File: src/rtl/mult_pkg.sv
// -----------------------------------------------------------------------------
// mult_pkg
//   Shared widths, row count and FSM state type for the sequential 16x16
//   row multiplier (pp_row_sequencer) and its row adder.
// -----------------------------------------------------------------------------
package mult_pkg;

    localparam int MULT_W    = 16;  // operand width, fixed by the row adder
    localparam int PROD_W    = 32;  // full unsigned product width
    localparam int ROW_STEPS = 15;  // rows 1..15 retire after row 0 is loaded
    localparam int STEP_W    = 4;   // width of the row counter

    typedef enum logic [1:0] {
        IDLE = 2'd0,
        RUN  = 2'd1,
        DONE = 2'd2
    } mult_state_t;

endpackage : mult_pkg

File: src/rtl/adder_16bit.sv
// -----------------------------------------------------------------------------
// adder_16bit
//   One partial-product row adder. The running sum enters on in1 and is
//   shifted right one place internally, with the previous row's carry entering
//   at bit 15, so a chain of these (or one reused each clock) forms an
//   AND-array multiplier without external shift wiring.
//
//   Ports:
//     in1       in  16  running sum from the previous row (bit 0 is retired)
//     in2       in  16  this row's partial product
//     prev_cout in   1  carry out of the previous row, becomes bit 15
//     sum       out 16  row sum
//     cout      out  1  row carry out
//
//   {cout, sum} = {prev_cout, in1[15:1]} + in2
// -----------------------------------------------------------------------------
module adder_16bit (
    input  logic [15:0] in1,
    input  logic [15:0] in2,
    input  logic        prev_cout,
    output logic [15:0] sum,
    output logic        cout
);

    logic [16:0] shifted;
    logic [16:0] total;

    // Dropping in1[0] here is what retires one product bit per row.
    assign shifted     = {prev_cout, in1} >> 1;
    assign total       = shifted + {1'b0, in2};
    assign {cout, sum} = total;

endmodule : adder_16bit

File: src/rtl/pp_row_sequencer.sv
// -----------------------------------------------------------------------------
// pp_row_sequencer
//   Sequential 16x16 unsigned multiplier. Row 0 of the AND array is loaded on
//   acceptance; rows 1..15 are added one per clock through a single
//   adder_16bit, retiring one low product bit per row. The 32-bit product is
//   presented behind a valid/ready handshake.
//
//   Ports:
//     clk        in   1  clock, rising edge
//     rst_n      in   1  asynchronous active-low reset
//     in_valid   in   1  operands a/b valid
//     in_ready   out  1  block can accept operands (IDLE only)
//     a          in  16  multiplicand, unsigned
//     b          in  16  multiplier, unsigned
//     out_valid  out  1  product valid (DONE only)
//     out_ready  in   1  consumer accepts product
//     product    out 32  a*b, unsigned; holds last result while IDLE
//
//   Timing: accept at edge E0, rows retire at E1..E15, out_valid high after
//   E15. One result per 17 cycles at best.
// -----------------------------------------------------------------------------
module pp_row_sequencer
    import mult_pkg::*;
(
    input  logic                clk,
    input  logic                rst_n,
    input  logic                in_valid,
    output logic                in_ready,
    input  logic [MULT_W-1:0]   a,
    input  logic [MULT_W-1:0]   b,
    output logic                out_valid,
    input  logic                out_ready,
    output logic [PROD_W-1:0]   product
);

    localparam logic [STEP_W-1:0] LAST_STEP = STEP_W'(ROW_STEPS);

    mult_state_t          state_q, state_d;
    logic [MULT_W-1:0]    opa_q, opa_d;
    logic [MULT_W-1:0]    opb_q, opb_d;
    logic [MULT_W-1:0]    acc_q, acc_d;
    logic                 carry_q, carry_d;
    logic [MULT_W-2:0]    lo_q, lo_d;
    logic [STEP_W-1:0]    step_q, step_d;
    logic                 in_ready_q, in_ready_d;
    logic                 out_valid_q, out_valid_d;

    logic [MULT_W-1:0]    pp_row;
    logic [MULT_W-1:0]    row_sum;
    logic                 row_cout;

    // Partial product for the current row.
    assign pp_row = opa_q & {MULT_W{opb_q[step_q]}};

    adder_16bit u_row_adder (
        .in1       (acc_q),
        .in2       (pp_row),
        .prev_cout (carry_q),
        .sum       (row_sum),
        .cout      (row_cout)
    );

    always_comb begin
        state_d = state_q;
        opa_d   = opa_q;
        opb_d   = opb_q;
        acc_d   = acc_q;
        carry_d = carry_q;
        lo_d    = lo_q;
        step_d  = step_q;

        case (state_q)
            IDLE: begin
                if (in_valid && in_ready_q) begin
                    opa_d   = a;
                    opb_d   = b;
                    acc_d   = a & {MULT_W{b[0]}};
                    carry_d = 1'b0;
                    step_d  = STEP_W'(1);
                    state_d = RUN;
                end
            end
            RUN: begin
                // acc[0] is final once the row adder has shifted past it.
                lo_d[step_q - STEP_W'(1)] = acc_q[0];
                acc_d   = row_sum;
                carry_d = row_cout;
                step_d  = step_q + STEP_W'(1);
                if (step_q == LAST_STEP) begin
                    state_d = DONE;
                end
            end
            DONE: begin
                if (out_ready) begin
                    state_d = IDLE;
                end
            end
            default: begin
                state_d = IDLE;
            end
        endcase

        // Handshake flags are registered copies of the next-state decode.
        in_ready_d  = (state_d == IDLE);
        out_valid_d = (state_d == DONE);
    end

    always_ff @(posedge clk or negedge rst_n) begin
        if (!rst_n) begin
            state_q     <= IDLE;
            opa_q       <= '0;
            opb_q       <= '0;
            acc_q       <= '0;
            carry_q     <= 1'b0;
            lo_q        <= '0;
            step_q      <= '0;
            in_ready_q  <= 1'b1;
            out_valid_q <= 1'b0;
        end else begin
            state_q     <= state_d;
            opa_q       <= opa_d;
            opb_q       <= opb_d;
            acc_q       <= acc_d;
            carry_q     <= carry_d;
            lo_q        <= lo_d;
            step_q      <= step_d;
            in_ready_q  <= in_ready_d;
            out_valid_q <= out_valid_d;
        end
    end

    assign in_ready  = in_ready_q;
    assign out_valid = out_valid_q;
    // Final carry is true bit 31: 0xFFFF*0xFFFF still fits in 32 bits.
    assign product   = {carry_q, acc_q, lo_q};

endmodule : pp_row_sequencer

File: config.mk
export PLATFORM = sky130hd
export DESIGN_NAME = pp_row_sequencer
export DESIGN_NICKNAME = d
export VERILOG_FILES = /design/src/rtl/mult_pkg.sv /design/src/rtl/adder_16bit.sv /design/src/rtl/pp_row_sequencer.sv
export SDC_FILE = /design/constraint.sdc
export NUM_CORES = 1
export LEC_CHECK = 0
export CAP_MARGIN = 25
export CORE_MARGIN = 8
export CORE_UTILIZATION = 44
export DETAILED_ROUTE_END_ITERATION = 8
export DONT_BUFFER_PORTS = 1
export GPL_TIMING_DRIVEN = 0
export HOLD_SLACK_MARGIN = 0.06
export SLEW_MARGIN = 20
export SYNTH_ARGS = -nofsm -noshare
export SYNTH_HDL_FRONTEND = slang
export SYNTH_SLANG_ARGS = --single-unit
File: constraint.sdc
create_clock -name clk -period 3.5 [get_ports clk]
set_input_delay 0.35 -clock clk [delete_from_list [all_inputs] [get_ports clk]]
set_output_delay 0.35 -clock clk [all_outputs]
set_load 0.03 [all_outputs]
==> summary.md, run 1 <==
| Metric | Value |
|---|---|
| Sort of element at the end of the critical path | `flip-flop` |
| Cell count of the worst hold path | `2` |
| Setup repair after global routing missed its margin | `true` |
| Via count of the first global-routing pass | `around 3.5k` |
| Total detailed-routing wirelength | `~11 mm` |
| Vias per std cell | `5.407` |
| Total leakage power | `roughly 2.2 nW` |
| Cell-by-cell listing of the critical path | `buf_6 > mux4_2 > mux4_2 > buf_8 > and2_4 > ha_4 > fa_2 > a21oi_2 > nor2b_2 > o21a_2 > a221o_1 > nand4b_1 > o311ai_1` |
| Synth area leader | `sky130_fd_sc_hd__dfrtp_1` |
| Total clock sinks | `between 70 and 80` |
| Buffer type at the clock tree root | `sky130_fd_sc_hd__clkbuf_8` |
| Main synth FF type | `sky130_fd_sc_hd__dfrtp_1` |
| Wire length of the first global-routing pass | `around 18 mm` |
| Floorplan die area | `around 13000 um2` |
| Setup WS post-layout | `-0.05038 ns` |
| Setup-failing EPs final | `1` |
| Element type at the critical path start | `flip-flop` |
| Final cell area excluding filler cells | `just under 5000 um2` |
| Violated checks | `setup timing` |
| Nets | `about 570` |
| Total number of vias | `~3.5k` |
| Area Overhead vs Synth | `18.24%` |
| Area contributors post-synth | `sky130_fd_sc_hd__dfrtp_1 (42%), sky130_fd_sc_hd__nand2_1 (11%), sky130_fd_sc_hd__ha_1 (6.6%), sky130_fd_sc_hd__mux2_2 (4.3%), sky130_fd_sc_hd__o21ai_0 (3.3%)` |
| FP Rows | `35` |
| Proportion of synthesized chip area in sequential cells | `0.4303` |
| Effective utilization at floorplan | `0.4535` |
| Arr. time, crit path | `~3.8 ns` |
| Clk_skew | `approximately 0.014 ns` |
| Post-synthesis instance area | `~4200 um2` |
| Final hold violation count | `0` |
| Average footprint of a synthesized cell | `roughly 9 um2` |
| Post-DP Area | `around 4400 um2` |
| Max_slew headroom | `0.5500` |
| IO Port Bufs | `0` |
| TritonRoute pass-1 iters | `5` |
| Number of design-rule violations left by the first detailed-router iteration | `around 180` |
| Post-route DRC | `0` |
| Critical-path top delay cell | `sky130_fd_sc_hd__mux4_2` |
| Clock tree from TritonCTS | `done` |
| PD cells | `between 1000 and 1500 nW/um2` |
| Share of layout cells above drive strength 1 | `0.1953` |
| Worst hold slack | `~0.086 ns` |
| Critical Path RT | `3.72 ns` |
| Worst slack at placement | `-0.3403 ns` |
| Largest fanout on the critical path | `7` |
| Die width | `approximately 110 um` |
| Most frequent cell after synthesis | `sky130_fd_sc_hd__nand2_1` |
| Number of top-level pins | `70` |
| Remaining Overflow, GRT | `0` |
| Antenna diode count | `0` |
| Chip Height | `roughly 110 um` |
| Post-layout minimum cycle time | `roughly 3.6 ns` |
| Max-cap violations | `0` |
| Antenna-violating nets left | `0` |
| Register-to-register setup slack | `-0.05 ns` |
| Proportion of synthesized flip-flops having asynchronous set or reset | `1.000` |
| Source of the worst register-to-register timing path | `step_q[0]$_DFFE_PN0P_` |
| Final total power | `roughly 6.0 mW` |
| Total count of max-transition violations in the final report | `0` |
| Buf+Inv Stages, Crit Path | `2` |
| Weighted congestion at the end of routability-driven global placement | `about 0.82` |
| Most common cell on crit path | `sky130_fd_sc_hd__mux4_2` |
| Antenna violations before repair | `0` |
| Insertion delay of the later-clocked pin in the worst-skew pair | `~0.36 ns` |
| H-tree depth reported by CTS | `3` |
| Worst slew pin tran | `between 0.6 and 0.7 ns` |
| Clock-pin slew of the registers on the worst-case setup and hold paths | `~0.090 ns` |
| Startpoint of the lowest-slack hold path | `b[11]` |
| Post-synth net total | `~540` |
| Final worst-path cycle share | `1.014` |
| Critical Path Start | `step_q[0]$_DFFE_PN0P_` |
| Netlist cell types | `50` |
| Fin util | `0.5362` |
| Result of the run | `complete, but fails checks` |
| Maximum clock frequency | `~280 MHz` |
| Synth Register Bits | `72` |
| Max clock buf depth | `2` |
| Post-DR wirelength/cell | `~17 um` |
| Maximum number of pins on one net before global-route repair | `between 70 and 80` |
| Syn. warnings | `0` |
| Hold worst-path end | `opb_q[11]$_DFFE_PN0P_` |
| Most used standard cells in the synthesized netlist | `sky130_fd_sc_hd__nand2_1 (126), sky130_fd_sc_hd__dfrtp_1 (71), sky130_fd_sc_hd__nor2_1 (36), sky130_fd_sc_hd__o21ai_0 (28), sky130_fd_sc_hd__a21oi_1 (26)` |
| Estimated wirelength of the detail-placed design | `between 7 and 8 mm` |
| Area share of the largest cell type after synthesis | `0.4240` |
| R2r endpoint | `acc_q[12]$_DFFE_PN0P_` |
| Post-synthesis cell count | `about 480` |
| Core Footprint | `between 9000 and 10000 um2` |
| Largest stage delay on the critical path | `between 0.5 and 0.6 ns` |
| Number of synthesized flops with an enable pin | `0` |
| Max rail drop VDD | `between 400 and 500 uV` |
| Total global-route track usage | `0.1761` |
| Cell type group with the largest total delay on the critical path | `multiplexers` |
| Worst setup path category | `flip-flop to flip-flop` |
| Class of the worst hold path | `input pin to flip-flop` |
| Worst reg-to-reg path cell count | `13` |
| Cts bufs inserted | `9` |
==> stage by stage <==
| step | instances | setup TNS [ns] |
|---|---|---|
| after floorplan | 477 | 0 |
| after global placement | 606 | -2.027 |
| after detailed placement | 606 | -2.192 |
| after CTS | 636 | -0.06521 |
| after global routing | 641 | -0.4712 |
| final | 641 | -0.05038 |
==> kinds of logic after synthesis <==
| group | count (synthesis) | synth area share |
|---|---|---|
| buf+inv | 33 | 0.03494 |
| flops | 72 | 0.4303 |
| mux | 23 | 0.07465 |
| compound gates | 93 | 0.1341 |
| fa+ha+maj | 23 | 0.07047 |
| xor+xnor | 8 | 0.01672 |
| simple gates | 225 | 0.2389 |
==> registers in the layout (all words and copies together) (netlist names) <==
register and flops:
opa_q 16, lo_q 15, step_q 4, carry_q 1, in_ready 1, opb_q 16, acc_q 16, out_valid 1
state_q 2
==> worst max-delay path by stage <==
| stage | to | slack (ns) | cells after the start |
|---|---|---|---|
| after floorplan | acc_q[12]$_DFFE_PN0P_ | 0.01 | 12 |
| final | acc_q[12]$_DFFE_PN0P_ | -0.05 | 13 |
| after global routing | acc_q[12]$_DFFE_PN0P_ | -0.16 | 12 |
| after CTS | acc_q[12]$_DFFE_PN0P_ | -0.05 | 13 |
| after global placement | acc_q[12]$_DFFE_PN0P_ | -0.32 | 12 |
| after detailed placement | acc_q[12]$_DFFE_PN0P_ | -0.34 | 12 |
==> layer usage <==
| metal | GRT usage | wire length (um) | vias up |
|---|---|---|---|
| met2 | 0.2671 | 4930 | 94 |
| met1 | 0.2311 | 5019 | 1662 |
| met5 | 0 | 0 | - |
| met4 | 0.06661 | 156 | 0 |
| li1 | - | - | 1697 |
| met3 | 0.05230 | 1020 | 13 |
==> layout make-up <==
| cell class | count | area [um2] |
|---|---|---|
| fill | 856 | 4285 |
| timing repair buffer | 20 | 201.4 |
| clock buffer | 10 | 127.6 |
| tap | 129 | 161.4 |
| multi-input combinational | 372 | 2424 |
| sequential | 72 | 1803 |
| inverter | 7 | 26.28 |
| clock inverter | 6 | 91.34 |
| buffer | 25 | 120.1 |
==> cells in the final DEF, fill, tap and decap left out, drive strengths merged, types with 3 or more instances in the layout <==
master / count
and2: 17
dfrtp: 71
nor2: 36
nand2: 126
nand4: 3
o31ai: 3
mux2: 16
nand3: 20
o22ai: 3
nor2b: 3
a221oi: 3
xor2: 3
a211oi: 3
clkinv: 3
o21ai: 29
ha: 22
mux4: 5
a21o: 4
nor3: 6
a21oi: 26
clkbuf: 26
a31oi: 8
xnor2: 5
buf: 28
nand2b: 4
inv: 8
==> what timing repair did <==
item / in CTS / in global routing
endpoints found under the hold margin: 72 / 0
pin swaps: 10 / 10
buffers inserted: 13 / 6
endpoints found under the setup margin: 11 / 11
gates resized for setup: 22 / 20
hold buffers: 2 / 0
==> report_power, final <==
part           internal, mW  leakage [nW]  switching, mW
Clock                 0.406         0.111          0.344
Sequential             1.23         0.887          0.685
Combinational          1.66          1.24           1.67
Total                  3.29          2.24           2.70
Note: power is estimated with default switching activity, not from simulation.
==> run 2, diff against run 1 <==
Settings changed: RECOVER_POWER from default to 50.
==> summary.md, run 2 (synthesis results as in run 1) <==
| Metric | Value |
|---|---|
| Cell-by-cell listing of the critical path | `buf_6 > mux4_2 > mux4_2 > buf_8 > and2_4 > ha_4 > fa_2 > a21oi_2 > nor2b_2 > o21a_2 > a221o_1 > nand4b_1 > o311ai_1` |
| Number of design-rule violations left by the first detailed-router iteration | `about 120` |
| Floorplan die area | `roughly 13000 um2` |
| Fraction of power spent switching nets | `0.4513` |
| Share of layout cells above drive strength 1 | `0.1953` |
| Proportion of power drawn by combinational gates | `0.556` |
| Post-layout minimum cycle time | `3.544 ns` |
| Leading cell type in the layout, fill and taps excluded | `sky130_fd_sc_hd__nand2_1` |
| Remaining Overflow, GRT | `0` |
| Total leakage power | `2.233 nW` |
| Maximum clock frequency | `around 280 MHz` |
| Chip Height | `113.6 um` |
| Cts bufs inserted | `9` |
| Critical Path RT | `between 3 and 4 ns` |
| Die width | `~110 um` |
| Setup-failing EPs final | `2` |
| Effective utilization at floorplan | `0.4535` |
| Clk_skew | `around 0.014 ns` |
| Maximum number of pins on one net before global-route repair | `between 70 and 80` |
| Total clock sinks | `between 70 and 80` |
| Vias per std cell | `between 5 and 6` |
| Setup WS post-layout | `-0.04407 ns` |
| Switching power of the nets | `approximately 2.7 mW` |
| Max rail drop VDD | `424.5 uV` |
| Total global-route track usage | `0.1761` |
| Via count of the first global-routing pass | `3502` |
| Nets | `~570` |
| Cell internal power dissipation | `~3.3 mW` |
| Total count of max-transition violations in the final report | `between 70 and 80` |
| Wire length of the first global-routing pass | `roughly 18 mm` |
| Clock-pin slew of the registers on the worst-case setup and hold paths | `0.09 ns` |
| Antenna diode count | `0` |
| Top flop regs | `acc_q: 16 flops, opa_q: 16 flops, opb_q: 16 flops` |
| Number of inserted filler cells in the final layout | `about 860` |
| Final total power | `~6 mW` |
| Antenna-violating nets left | `0` |
| Worst slew pin tran | `around 1.8 ns` |
| Class of the worst hold path | `input pin to flip-flop` |
| Number of top-level pins | `70` |
| Startpoint of the lowest-slack hold path | `b[11]` |
| PD cells | `approximately 1200 nW/um2` |
| Antenna violations before repair | `0` |
| Final worst-path cycle share | `1.013` |
| Element type at the critical path start | `flip-flop` |
| Insertion delay of the later-clocked pin in the worst-skew pair | `about 0.37 ns` |
| Highest-count cells in the layout ignoring fill and taps | `sky130_fd_sc_hd__nand2_1 (125), sky130_fd_sc_hd__dfrtp_1 (71), sky130_fd_sc_hd__nor2_1 (36)` |
| Max clock buf depth | `2` |
| Sequential cell fraction of total power | `0.319` |
| Max_slew headroom | `-0.1905` |
| Arr. time, crit path | `between 3 and 4 ns` |
| Weighted congestion at the end of routability-driven global placement | `roughly 0.82` |
| Sort of element at the end of the critical path | `flip-flop` |
| Estimated wirelength of the detail-placed design | `7.792 mm` |
| Result of the run | `complete, but fails checks` |
| Post-DR wirelength/cell | `between 15 and 20 um` |
| Area Overhead vs Synth | `17.71%` |
| Post-route DRC | `0` |
| Critical Path Start | `step_q[0]$_DFFE_PN0P_` |
| Most common cell on crit path | `sky130_fd_sc_hd__mux4_2` |
| Violated checks | `capacitance limit, slew limit, setup timing` |
| Worst setup path category | `flip-flop to flip-flop` |
| TritonRoute pass-1 iters | `4` |
| Largest stage delay on the critical path | `0.57 ns` |
| Final hold violation count | `0` |
| IO Port Bufs | `0` |
| H-tree depth reported by CTS | `3` |
| Total number of vias | `about 3.5k` |
| Cell count after placement | `606` |
| Proportion of power drawn by the clock network | `0.125` |
| FP Rows | `35` |
| Setup repair after global routing missed its margin | `true` |
| Clock tree from TritonCTS | `done` |
| Max-cap violations | `1` |
| Core Footprint | `9240 um2` |
| Total detailed-routing wirelength | `approximately 11 mm` |
| Source of the worst register-to-register timing path | `step_q[0]$_DFFE_PN0P_` |
| Critical-path top delay cell | `sky130_fd_sc_hd__mux4_2` |
| Buffer type at the clock tree root | `sky130_fd_sc_hd__clkbuf_8` |
| Largest fanout on the critical path | `7` |
| Layout Cells excl Fill | `641` |
## run 2: changes by cell type in the layout (fill, tap and decap cells not counted), sizes merged
cell,delta
buf,-1
clkbuf,+1
## run 2: per-stage QoR
stage               setup TNS, ns  setup WS, ns  cell area (um2)  hold slack (ns)    util
global route              -0.4712       -0.1601             4932          0.08295  0.5338
floorplan                       0       0.01308             4193          0.05441       -
CTS                      -0.06521      -0.04995             4805          0.07897  0.5200
finish                   -0.05106      -0.04407             4932          0.08469  0.5338
detailed placement         -2.192       -0.3403             4354          0.05694  0.4712
global placement           -2.027       -0.3226             4354          0.05797  0.4712
## run 2: repair_timing
action / CTS / global route
endpoints found under the hold margin: 72 / 0
gates resized for setup: 22 / 20
setup endpoints to repair: 11 / 11
setup buffers: 13 / 6
hold buffers: 2 / 0
pin swaps: 10 / 10
## run 2: path summary, 6_finish.rpt
kind,depth (start not counted),slack [ns],end
max,13,-0.04,acc_q[12]$_DFFE_PN0P_
min reg2reg,2,0.47,opa_q[2]$_DFFE_PN0P_
min in group asynchronous,2,1.05,opb_q[11]$_DFFE_PN0P_
min,2,0.08,opb_q[11]$_DFFE_PN0P_
max in group asynchronous,2,1.39,acc_q[15]$_DFFE_PN0P_
max reg2reg,13,-0.04,acc_q[12]$_DFFE_PN0P_
## run 2: cell type report
cell class	instances	area (um2)	area share
multi-input cells	372	2424	0.4914
clock buffers	10	127.6	0.02588
clock inverters	6	91.34	0.01852
well taps	129	161.4	0.03272
repair buffers	20	178.9	0.03628
plain buffers	25	120.1	0.02435
inverters	7	26.28	0.005327
flip-flops and latches	72	1803	0.3656
## run 2: routing by layer
layer	GRT usage	vias to the layer above	share of wire	routed length [um]
met5	0	-	0	0
met4	0.06661	0	0.014	155
met3	0.05230	13	0.087	969
met2	0.2671	90	0.45	4967
met1	0.2311	1700	0.45	5012
li1	-	1697	-	-
## run 2: worst max-delay path: cells and delay by family, from the launching register on
kind,cells,cell delay (ns)
flops,1,0.37
simple gates,3,0.31
buf+inv,2,0.32
fa+ha+maj,2,0.52
compound gates,4,0.82
mux,2,1.07
## run 2: power groups by stage
stage | Clock, mW | Combinational (mW) | Sequential, mW
2_1_floorplan | 0 | 2.10 | 1.81
3_3_place_gp | 0 | 2.55 | 1.91
3_5_place_dp | 0 | 2.61 | 1.93
4_1_cts | 0.765 | 3.02 | 1.92
5_1_grt | 0.800 | 3.68 | 1.98
6_report | 0.749 | 3.33 | 1.91
